## config.mk

```make
export PLATFORM = sky130hd
export DESIGN_NAME = mcoi_gbt_reset_sequencer_flat
export DESIGN_NICKNAME = d
export VERILOG_FILES = /design/src/rtl/mcoi_gbt_reset_sequencer_if.sv /design/src/rtl/mcoi_gbt_reset_sequencer.sv /design/src/flat_wrapper.sv
export SDC_FILE = /design/constraint.sdc
export NUM_CORES = 1
export LEC_CHECK = 0
export CAP_MARGIN = 20
export CELL_PAD_IN_SITES_DETAIL_PLACEMENT = 1
export CELL_PAD_IN_SITES_GLOBAL_PLACEMENT = 2
export CORE_ASPECT_RATIO = 0.7
export CORE_MARGIN = 2
export CORE_UTILIZATION = 37
export CTS_CLUSTER_SIZE = 25
export DETAILED_ROUTE_END_ITERATION = 16
export DONT_BUFFER_PORTS = 1
export PLACE_DENSITY = 0.76
export SYNTH_ARGS = -nofsm -noshare
export SYNTH_HDL_FRONTEND = slang
export SYNTH_SLANG_ARGS = --single-unit
```

## constraint.sdc

```tcl
create_clock -name clk_ik -period 2.2 [get_ports clk_ik]
set_input_delay 0.22 -clock clk_ik [delete_from_list [all_inputs] [get_ports clk_ik]]
set_output_delay 0.22 -clock clk_ik [all_outputs]
set_load 0.05 [all_outputs]
```

## src/rtl/mcoi_gbt_reset_sequencer_if.sv

```systemverilog
// Status/control bundle of the GBT reset sequencer: board-level inputs in,
// reset requests and sequencer status out.
interface mcoi_gbt_reset_sequencer_if;
    logic       pll_locked_i;
    logic       sfp_los_i;
    logic       force_reset_i;
    logic       pll_reset_o;
    logic       reset_o;
    logic       ready_o;
    logic [2:0] state_o;
    logic [7:0] los_count_o;

    modport master (
        output pll_locked_i, sfp_los_i, force_reset_i,
        input  pll_reset_o, reset_o, ready_o, state_o, los_count_o
    );

    modport slave (
        input  pll_locked_i, sfp_los_i, force_reset_i,
        output pll_reset_o, reset_o, ready_o, state_o, los_count_o
    );
endinterface

```

## src/rtl/mcoi_gbt_reset_sequencer.sv

```systemverilog
// Board reset sequencer: PLL reset pulse, lock wait with retry, debounced SFP
// LOS, hold-off, then release of the system reset request.
module mcoi_gbt_reset_sequencer #(
    parameter int unsigned PLL_RST_CYCLES      = 16,
    parameter int unsigned LOCK_TIMEOUT_CYCLES = 1000000,
    parameter int unsigned LOS_FILTER_CYCLES   = 1000,
    parameter int unsigned HOLDOFF_CYCLES      = 4096
) (
    input  logic                        clk_ik,
    input  logic                        rst_ir,
    mcoi_gbt_reset_sequencer_if.slave   bus
);

    function automatic int unsigned max2(input int unsigned a, input int unsigned b);
        return (a > b) ? a : b;
    endfunction

    localparam int unsigned MAX_PARAM = max2(max2(PLL_RST_CYCLES, LOCK_TIMEOUT_CYCLES),
                                             max2(LOS_FILTER_CYCLES, HOLDOFF_CYCLES));
    localparam int CNT_W = (MAX_PARAM > 1) ? $clog2(MAX_PARAM) : 1;
    localparam int FLT_W = (LOS_FILTER_CYCLES > 1) ? $clog2(LOS_FILTER_CYCLES) : 1;

    typedef enum logic [2:0] {
        PLLRST    = 3'd0,
        WAIT_LOCK = 3'd1,
        WAIT_LINK = 3'd2,
        HOLDOFF   = 3'd3,
        RUN       = 3'd4
    } state_t;

    logic [1:0]       lock_sync_q;
    logic [1:0]       los_sync_q;
    logic             lock_s;
    logic             los_s;

    logic [FLT_W-1:0] flt_cnt_q, flt_cnt_d;
    logic             los_filt_q, los_filt_d;
    logic             los_flip;
    logic             los_rise;
    logic [7:0]       los_count_q, los_count_d;

    state_t           state_q, state_d;
    logic [CNT_W-1:0] cnt_q, cnt_d;
    logic             pll_reset_q, reset_q, ready_q;

    assign lock_s = lock_sync_q[1];
    assign los_s  = los_sync_q[1];

    always_ff @(posedge clk_ik or posedge rst_ir) begin
        if (rst_ir) begin
            lock_sync_q <= '0;
            los_sync_q  <= '0;
        end else begin
            lock_sync_q <= {lock_sync_q[0], bus.pll_locked_i};
            los_sync_q  <= {los_sync_q[0], bus.sfp_los_i};
        end
    end

    // Filtered LOS only moves after LOS_FILTER_CYCLES consecutive cycles of disagreement.
    assign los_flip = (los_s != los_filt_q) && (flt_cnt_q == FLT_W'(LOS_FILTER_CYCLES - 1));
    assign los_rise = los_flip && !los_filt_q;

    always_comb begin
        flt_cnt_d   = '0;
        los_filt_d  = los_filt_q;
        los_count_d = los_count_q;
        if (los_flip) begin
            los_filt_d = ~los_filt_q;
        end else if (los_s != los_filt_q) begin
            flt_cnt_d = flt_cnt_q + 1'b1;
        end
        if (los_rise && (los_count_q != 8'hFF)) begin
            los_count_d = los_count_q + 8'd1;
        end
    end

    always_ff @(posedge clk_ik or posedge rst_ir) begin
        if (rst_ir) begin
            flt_cnt_q   <= '0;
            los_filt_q  <= 1'b1;
            los_count_q <= '0;
        end else begin
            flt_cnt_q   <= flt_cnt_d;
            los_filt_q  <= los_filt_d;
            los_count_q <= los_count_d;
        end
    end

    always_comb begin
        state_d = state_q;
        case (state_q)
            PLLRST:    if (cnt_q == CNT_W'(PLL_RST_CYCLES - 1)) state_d = WAIT_LOCK;
            WAIT_LOCK: begin
                if (lock_s)                                          state_d = WAIT_LINK;
                else if (cnt_q == CNT_W'(LOCK_TIMEOUT_CYCLES - 1))   state_d = PLLRST;
            end
            WAIT_LINK: if (!los_filt_q) state_d = HOLDOFF;
            HOLDOFF:   if (cnt_q == CNT_W'(HOLDOFF_CYCLES - 1)) state_d = RUN;
            RUN:       state_d = RUN;
            default:   state_d = PLLRST;
        endcase

        if (bus.force_reset_i) begin
            state_d = PLLRST;
        end else if (!lock_s && (state_q == WAIT_LINK || state_q == HOLDOFF || state_q == RUN)) begin
            state_d = WAIT_LOCK;
        end else if (los_rise && (state_q == HOLDOFF || state_q == RUN)) begin
            state_d = WAIT_LINK;
        end

        // Force also restarts the count when already sitting in PLLRST.
        if ((state_d != state_q) || bus.force_reset_i) begin
            cnt_d = '0;
        end else begin
            cnt_d = cnt_q + 1'b1;
        end
    end

    always_ff @(posedge clk_ik or posedge rst_ir) begin
        if (rst_ir) begin
            state_q     <= PLLRST;
            cnt_q       <= '0;
            pll_reset_q <= 1'b1;
            reset_q     <= 1'b1;
            ready_q     <= 1'b0;
        end else begin
            state_q     <= state_d;
            cnt_q       <= cnt_d;
            pll_reset_q <= (state_d == PLLRST);
            reset_q     <= (state_d != RUN);
            ready_q     <= (state_d == RUN);
        end
    end

    assign bus.pll_reset_o = pll_reset_q;
    assign bus.reset_o     = reset_q;
    assign bus.ready_o     = ready_q;
    assign bus.state_o     = state_q;
    assign bus.los_count_o = los_count_q;

endmodule

```

## src/flat_wrapper.sv

```systemverilog
// flat-port wrapper written by rule: the top's interface ports become plain ports
module mcoi_gbt_reset_sequencer_flat 
#(
    parameter int unsigned PLL_RST_CYCLES      = 16,
    parameter int unsigned LOCK_TIMEOUT_CYCLES = 1000000,
    parameter int unsigned LOS_FILTER_CYCLES   = 1000,
    parameter int unsigned HOLDOFF_CYCLES      = 4096
)
  (clk_ik, rst_ir, bus_pll_locked_i, bus_sfp_los_i, bus_force_reset_i, bus_pll_reset_o, bus_reset_o, bus_ready_o, bus_state_o, bus_los_count_o);
  mcoi_gbt_reset_sequencer_if bus_i ();
  input  logic clk_ik;
  input  logic rst_ir;
  input wire logic [$bits(bus_i.pll_locked_i)-1:0] bus_pll_locked_i;
  input wire logic [$bits(bus_i.sfp_los_i)-1:0] bus_sfp_los_i;
  input wire logic [$bits(bus_i.force_reset_i)-1:0] bus_force_reset_i;
  output wire logic [$bits(bus_i.pll_reset_o)-1:0] bus_pll_reset_o;
  output wire logic [$bits(bus_i.reset_o)-1:0] bus_reset_o;
  output wire logic [$bits(bus_i.ready_o)-1:0] bus_ready_o;
  output wire logic [$bits(bus_i.state_o)-1:0] bus_state_o;
  output wire logic [$bits(bus_i.los_count_o)-1:0] bus_los_count_o;
  assign bus_i.pll_locked_i = bus_pll_locked_i;
  assign bus_i.sfp_los_i = bus_sfp_los_i;
  assign bus_i.force_reset_i = bus_force_reset_i;
  assign bus_pll_reset_o = bus_i.pll_reset_o;
  assign bus_reset_o = bus_i.reset_o;
  assign bus_ready_o = bus_i.ready_o;
  assign bus_state_o = bus_i.state_o;
  assign bus_los_count_o = bus_i.los_count_o;
  mcoi_gbt_reset_sequencer #(.PLL_RST_CYCLES(PLL_RST_CYCLES), .LOCK_TIMEOUT_CYCLES(LOCK_TIMEOUT_CYCLES), .LOS_FILTER_CYCLES(LOS_FILTER_CYCLES), .HOLDOFF_CYCLES(HOLDOFF_CYCLES)) u_core (.clk_ik(clk_ik), .rst_ir(rst_ir), .bus(bus_i));
endmodule
```

* Word level (Yosys, flattened, before mapping) *
Index checks and enable logic that the tools add are counted.

cells by class
  equal/unequal tests = 13
  reductions and logical operators = 13
  bitwise operators = 1
  add/subtract/negate cells = 3
  multiplexer cells = 12

operators with widths
  kind                     number
  $mux W3                  8
  $add A20 B1 Y20 const B  1
  $eq A20 B12 Y1 const B   1
  $eq A20 B20 Y1 const B   1
  $eq A20 B4 Y1 const B    1
  $mux W10                 2
  $mux W20                 1
  $pmux W3 S5              1
  $add A10 B1 Y10 const B  1
  $eq A10 B10 Y1 const B   1
  $add A8 B1 Y8 const B    1
  $ne A8 B8 Y1 const B     1
  $eq A3 B2 Y1 const B     2
  $eq A3 B3 Y1 const B     2
  $logic_not A3 Y1         2
  $logic_and A1 B1 Y1      5
  $logic_or A1 B1 Y1       4
  $eq A3 B1 Y1 const B     1
  $ne A3 B3 Y1             1
  $ne A3 B3 Y1 const B     1
  $logic_not A1 Y1         2
  $ne A1 B1 Y1             1
  $not A1 Y1               1

word-level totals
  bits of input ports = 5
  logic and storage cells = 52
  flip-flop bits (word level) = 49
  output and inout bits = 14

* Longest topological paths before layout *
  depth after elaboration = 10
  mapped depth = 7
  mapped depth without buffers = 6

* Worst setup path before layout *
Ideal clock, no wire load.

  kind = register -> register
  from = register u_core.cnt_q[0]
  to = register u_core.reset_q, in the netlist u_core.bus.reset_o
  library setup time = 0.080 ns
  arrival = 2.089 ns
  stages on the path, launching flop included = 7
  period minus slack after synthesis = 2.169 ns
  path slack = 0.031 ns
  buffers on the path = 0
  data required time = 2.120 ns
  path through = dfrtp_1 -> ha_1 -> nand3_1 -> or4_4 -> or4_4 -> a211oi_2 -> inv_1

between the ends
  word-level cells in the longest chain between the ends = 8
  elaborated cells between the ends (all ways) = 12

ends and longest elaborated chain
  element                      line                             source
  start: declaration           mcoi_gbt_reset_sequencer.sv:43   logic [CNT_W-1:0] cnt_q, cnt_d;
  start signal: assignment     mcoi_gbt_reset_sequencer.sv:128  cnt_q <= cnt_d;
  $eq A20 B20 Y1               mcoi_gbt_reset_sequencer.sv:95   else if (cnt_q == CNT_W'(LOCK_TIMEOUT_CYCLES - 1)) state_d = PLLRST;
  $mux W3                      mcoi_gbt_reset_sequencer.sv:95
  $mux W3                      mcoi_gbt_reset_sequencer.sv:94   if (lock_s) state_d = WAIT_LINK;
  $pmux W3 S5 *                mcoi_gbt_reset_sequencer.sv:91   case (state_q)
  $mux W3 *                    mcoi_gbt_reset_sequencer.sv:107  end else if (los_rise && (state_q == HOLDOFF || state_q == RUN)) begin
  $mux W3 *                    mcoi_gbt_reset_sequencer.sv:105  end else if (!lock_s && (state_q == WAIT_LINK || state_q == HOLDOFF || state_q == RUN)) begin
  $mux W3 *                    mcoi_gbt_reset_sequencer.sv:103  if (bus.force_reset_i) begin
  named net u_core.state_d[2]  mcoi_gbt_reset_sequencer.sv:42   state_t state_q, state_d;
  $ne A3 B3 Y1 *               mcoi_gbt_reset_sequencer.sv:130  reset_q <= (state_d != RUN);
  end signal: assignment       mcoi_gbt_reset_sequencer.sv:130
  end: declaration             mcoi_gbt_reset_sequencer.sv:44   logic pll_reset_q, reset_q, ready_q;

Mark *: on every way through the listed nets, which the timed path passes. The rest lies on a longest branch.
A chain may end at the register's enable or synchronous reset.

* Final worst setup path *
  from = register u_core.flt_cnt_q[0]
  to = register u_core.cnt_q[12]

between the ends
  word-level cells in the longest chain between the ends = 10

ends and longest elaborated chain
  element                     line                             source
  start: declaration          mcoi_gbt_reset_sequencer.sv:36   logic [FLT_W-1:0] flt_cnt_q, flt_cnt_d;
  start signal: assignment    mcoi_gbt_reset_sequencer.sv:83   flt_cnt_q <= flt_cnt_d;
  $eq A10 B10 Y1              mcoi_gbt_reset_sequencer.sv:60   assign los_flip = (los_s != los_filt_q) && (flt_cnt_q == FLT_W'(LOS_FILTER_CYCLES - 1));
  $logic_and A1 B1 Y1         mcoi_gbt_reset_sequencer.sv:60
  $logic_and A1 B1 Y1         mcoi_gbt_reset_sequencer.sv:61   assign los_rise = los_flip && !los_filt_q;
  $logic_and A1 B1 Y1         mcoi_gbt_reset_sequencer.sv:107
  $mux W3                     mcoi_gbt_reset_sequencer.sv:107
  $mux W3                     mcoi_gbt_reset_sequencer.sv:105
  $mux W3                     mcoi_gbt_reset_sequencer.sv:103
  $ne A3 B3 Y1                mcoi_gbt_reset_sequencer.sv:112  if ((state_d != state_q) || bus.force_reset_i) begin
  $logic_or A1 B1 Y1          mcoi_gbt_reset_sequencer.sv:112
  $mux W20                    mcoi_gbt_reset_sequencer.sv:112
  named net u_core.cnt_d[12]  mcoi_gbt_reset_sequencer.sv:43

The timed path passes the listed nets, and every way through them passes these cells.

==> results.md <==
- Status: finished, violations left
- Failing checks: negative setup slack
- Lkg Pwr: 1.38 nW
- Maximum vdd drop: 0.238 mV
- Fmax: 451 MHz
- Setup violators final: 1
- Antenna viol nets, final: 0
- N_diodes: 0
- Final Max Tran Viols: 0
- Clock tree buffer depth: 2
- EDFF count, synth: 0
- Placed instance count: 377
- Post-synthesis cell type count: 43
- Minimum clock period: 2.22 ns
- Vias in the first global route: 2159
- Critical Path AT: 2.44 ns
- Nets: 309
- Cell Area, Placed: 2910 um2
- Actual slew at the worst max-slew pin: 0.875 ns
- Max-cap viol count: 0
- Hpwl dp: 4690 um
- Chip width: 103 um
- Fin cells: 396
- Setup ws final: -0.0156 ns
- GR Overflow Total: 0
- Initial cell density of the core: 37.8%
- Startpoint types: register
- Hold Path Class: in -> reg
- Hold Fails Final Rpt: 0
- Endpoint class of the critical path: register
- FF+latch count, synth: 49
- Port bufs: 0
- Crit-path max FO: 5
- Die Span Y: 73.0 um
- Initial antenna violation count: 0
- Synth top area cells: dfrtp_1, xnor2_1, nor3_1
- Setup TNS: -0.0156 ns
- Post-synth ARST share: 100%
- CP Class: reg -> reg
- CTS root buf: clkbuf_8
- Routed WL: 7300 um
- Via count: 2110
- Synth area leader: dfrtp_1
- Req. time, crit path: 2.42 ns
- Syn Area/Cell: 9.95 um2
- Max_slew headroom: 41.6%
- Top_reg_cell synth: dfrtp_1
- End-of-flow core utilization: 51.1%
- Synth Instances: 253
- Layout cell share with drive strength beyond 1: 32.5%
- Vias per cell: 5.33
- Ys Warns: 0
- RSZ-0062 raised after global routing: true
- Worst clock skew: 0.00691 ns
- TritonCTS Sinks: 49
- Clk_lat worst skew: 0.32 ns
- Synth Net Count: 261
- Final Cycle Share: 101%
- Largest net degree at the start of global routing: 42
- Layout area overhead: 35.4%
- Top-area cell type share of the netlist area: 45.7%
- Wire length per cell: 18.4 um
- Pwr dens: 542 nW/um2
- Initial DRC Count: 157
- Die area: 7490 um2
- Gp weighted congestion: 0.803
- Count leader, synth: dfrtp_1
- Core ar.: 6660 um2
- Clock Pin Slew Worst Setup and Hold Paths: 0.10 ns
- First-pass iteration count of the detailed router: 4
- Tot GR Track Use: 19.8%
- DRC: 0
- CTS Buf Count: 5
- Post-route cell area: 3410 um2
- Synthesized area: 2520 um2
- Top cells by count, synth: dfrtp_1, xnor2_1, nor2_1, nor3_1
- Global-route wire length before repair: 11200 um
- # H-tree levels: 2
- Post-synthesis sequential area ratio: 48.9%
- IO Pins: 19
- Row count: 25
- CTS tree: yes
-- layout by cell type (no fill, tap or decap), types with 2 or more instances in the layout --
cell            n
dfstp_2         3
buf_4          40
nor4_2          4
a211oi_1        2
nor2_1         20
o21ai_2         2
inv_1          10
and3_1          4
ha_1            2
or4_4           3
xor2_1          8
dfrtp_1        44
buf_6           3
nand3_1        16
o21ai_0         2
nand4_1         9
nor4_1          6
mux2_2          3
nor4_4          7
nor3_1         13
dfrtp_2         2
o21a_1          2
dlygate4sd3_1   3
nand2b_1        2
and2_1          2
nor3_2          6
xnor2_1        24
buf_12          2
a211oi_2        2
bufinv_16       2
clkbuf_8        5
a21oi_1         4
or3_1           4
nand2_1        16
clkbuf_16       2
-- area by class of cell --
| class | instances | area (um2) |
|---|---|---|
| clock buffer | 5 | 68.8 |
| clock inverter | 3 | 68.8 |
| fill | 739 | 3260 |
| inverter | 11 | 41.3 |
| multi-input combinational | 184 | 1420 |
| sequential | 49 | 1230 |
| tap | 94 | 118 |
| timing repair buffer | 50 | 454 |
-- cell families after synthesis --
group | after synthesis | share of synthesized area (%)
and+or+nand+nor | 123 | 26.9
DFF | 49 | 48.9
xor gates and xnor gates | 32 | 11.1
AOI/OAI and AO/OA | 22 | 6.66
buffers and inverters | 20 | 3.18
muxes | 4 | 1.74
adders and majority gates | 3 | 1.49
-- registers in the layout, summed over array words and instances (netlist names) --
signal and flops:
u_core.bus.pll_reset_o 1, u_core.bus.ready_o 1, u_core.los_filt_q 1, u_core.bus.los_count_o 8
u_core.lock_sync_q 2, u_core.flt_cnt_q 10, u_core.los_sync_q 2, u_core.bus.state_o 3
u_core.bus.reset_o 1, u_core.cnt_q 20
-- worst paths after layout --
| check | cells after the start | slack (ns) | start | endpoint |
|---|---|---|---|---|
| max reg2reg | 9 | -0.02 | u_core.flt_cnt_q[0] | u_core.cnt_q[12] |
| min in group asynchronous | 2 | 0.54 | rst_ir | u_core.cnt_q[17] |
| min reg2reg | 0 | 0.36 | u_core.lock_sync_q[0] | u_core.lock_sync_q[1] |
| max | 9 | -0.02 | u_core.flt_cnt_q[0] | u_core.cnt_q[12] |
| max in group asynchronous | 3 | 1.00 | rst_ir | u_core.cnt_q[4] |
| min | 2 | 0.12 | bus_force_reset_i | u_core.bus.state_o[0] |
-- report_power, final --
group	internal (mW)	switching (mW)
sequential	0.913	0.0107
clock	0.458	0.339
combinational	0.0547	0.0693
total	1.43	0.419
-- metal layers --
metal / track usage [%] / routed length, um
met2: 27.5 / 3160
met5: 0 / 0
met3: 4.98 / 463
met4: 5.78 / 95
met1: 30.2 / 3580
-- critical path, stage by stage, from the launching register on --
cell and delay [ns]:
dfrtp_1 0.40, ha_2 0.19, nand4b_1 0.17, buf_4 0.15, or4_4 0.15, o21ai_2 0.06, a2111o_1 0.43, buf_12 0.16
clkbuf_16 0.16, nor3_1 0.24
-- stage by stage --
step / hold WS [ns] / total power, mW / worst slack [ns]
floorplan: 0.251 / 0.987 / 0.0307
global placement: 0.251 / 1.02 / 0.0406
detailed placement: 0.251 / 1.03 / -0.00615
CTS: 0.119 / 1.83 / -0.0112
global route: 0.116 / 1.93 / -0.106
finish: 0.122 / 1.84 / -0.0156
-- repair_timing --
item | in CTS | in global routing
hold buffers | 3 | 0
gates cloned | 0 | 4
pin swaps | 0 | 12
endpoints found under the setup margin | 20 | 21
buffers inserted | 0 | 4
gates resized for setup | 5 | 36
hold endpoints to repair | 36 | 0
Note: power is estimated with default switching activity, not from simulation.
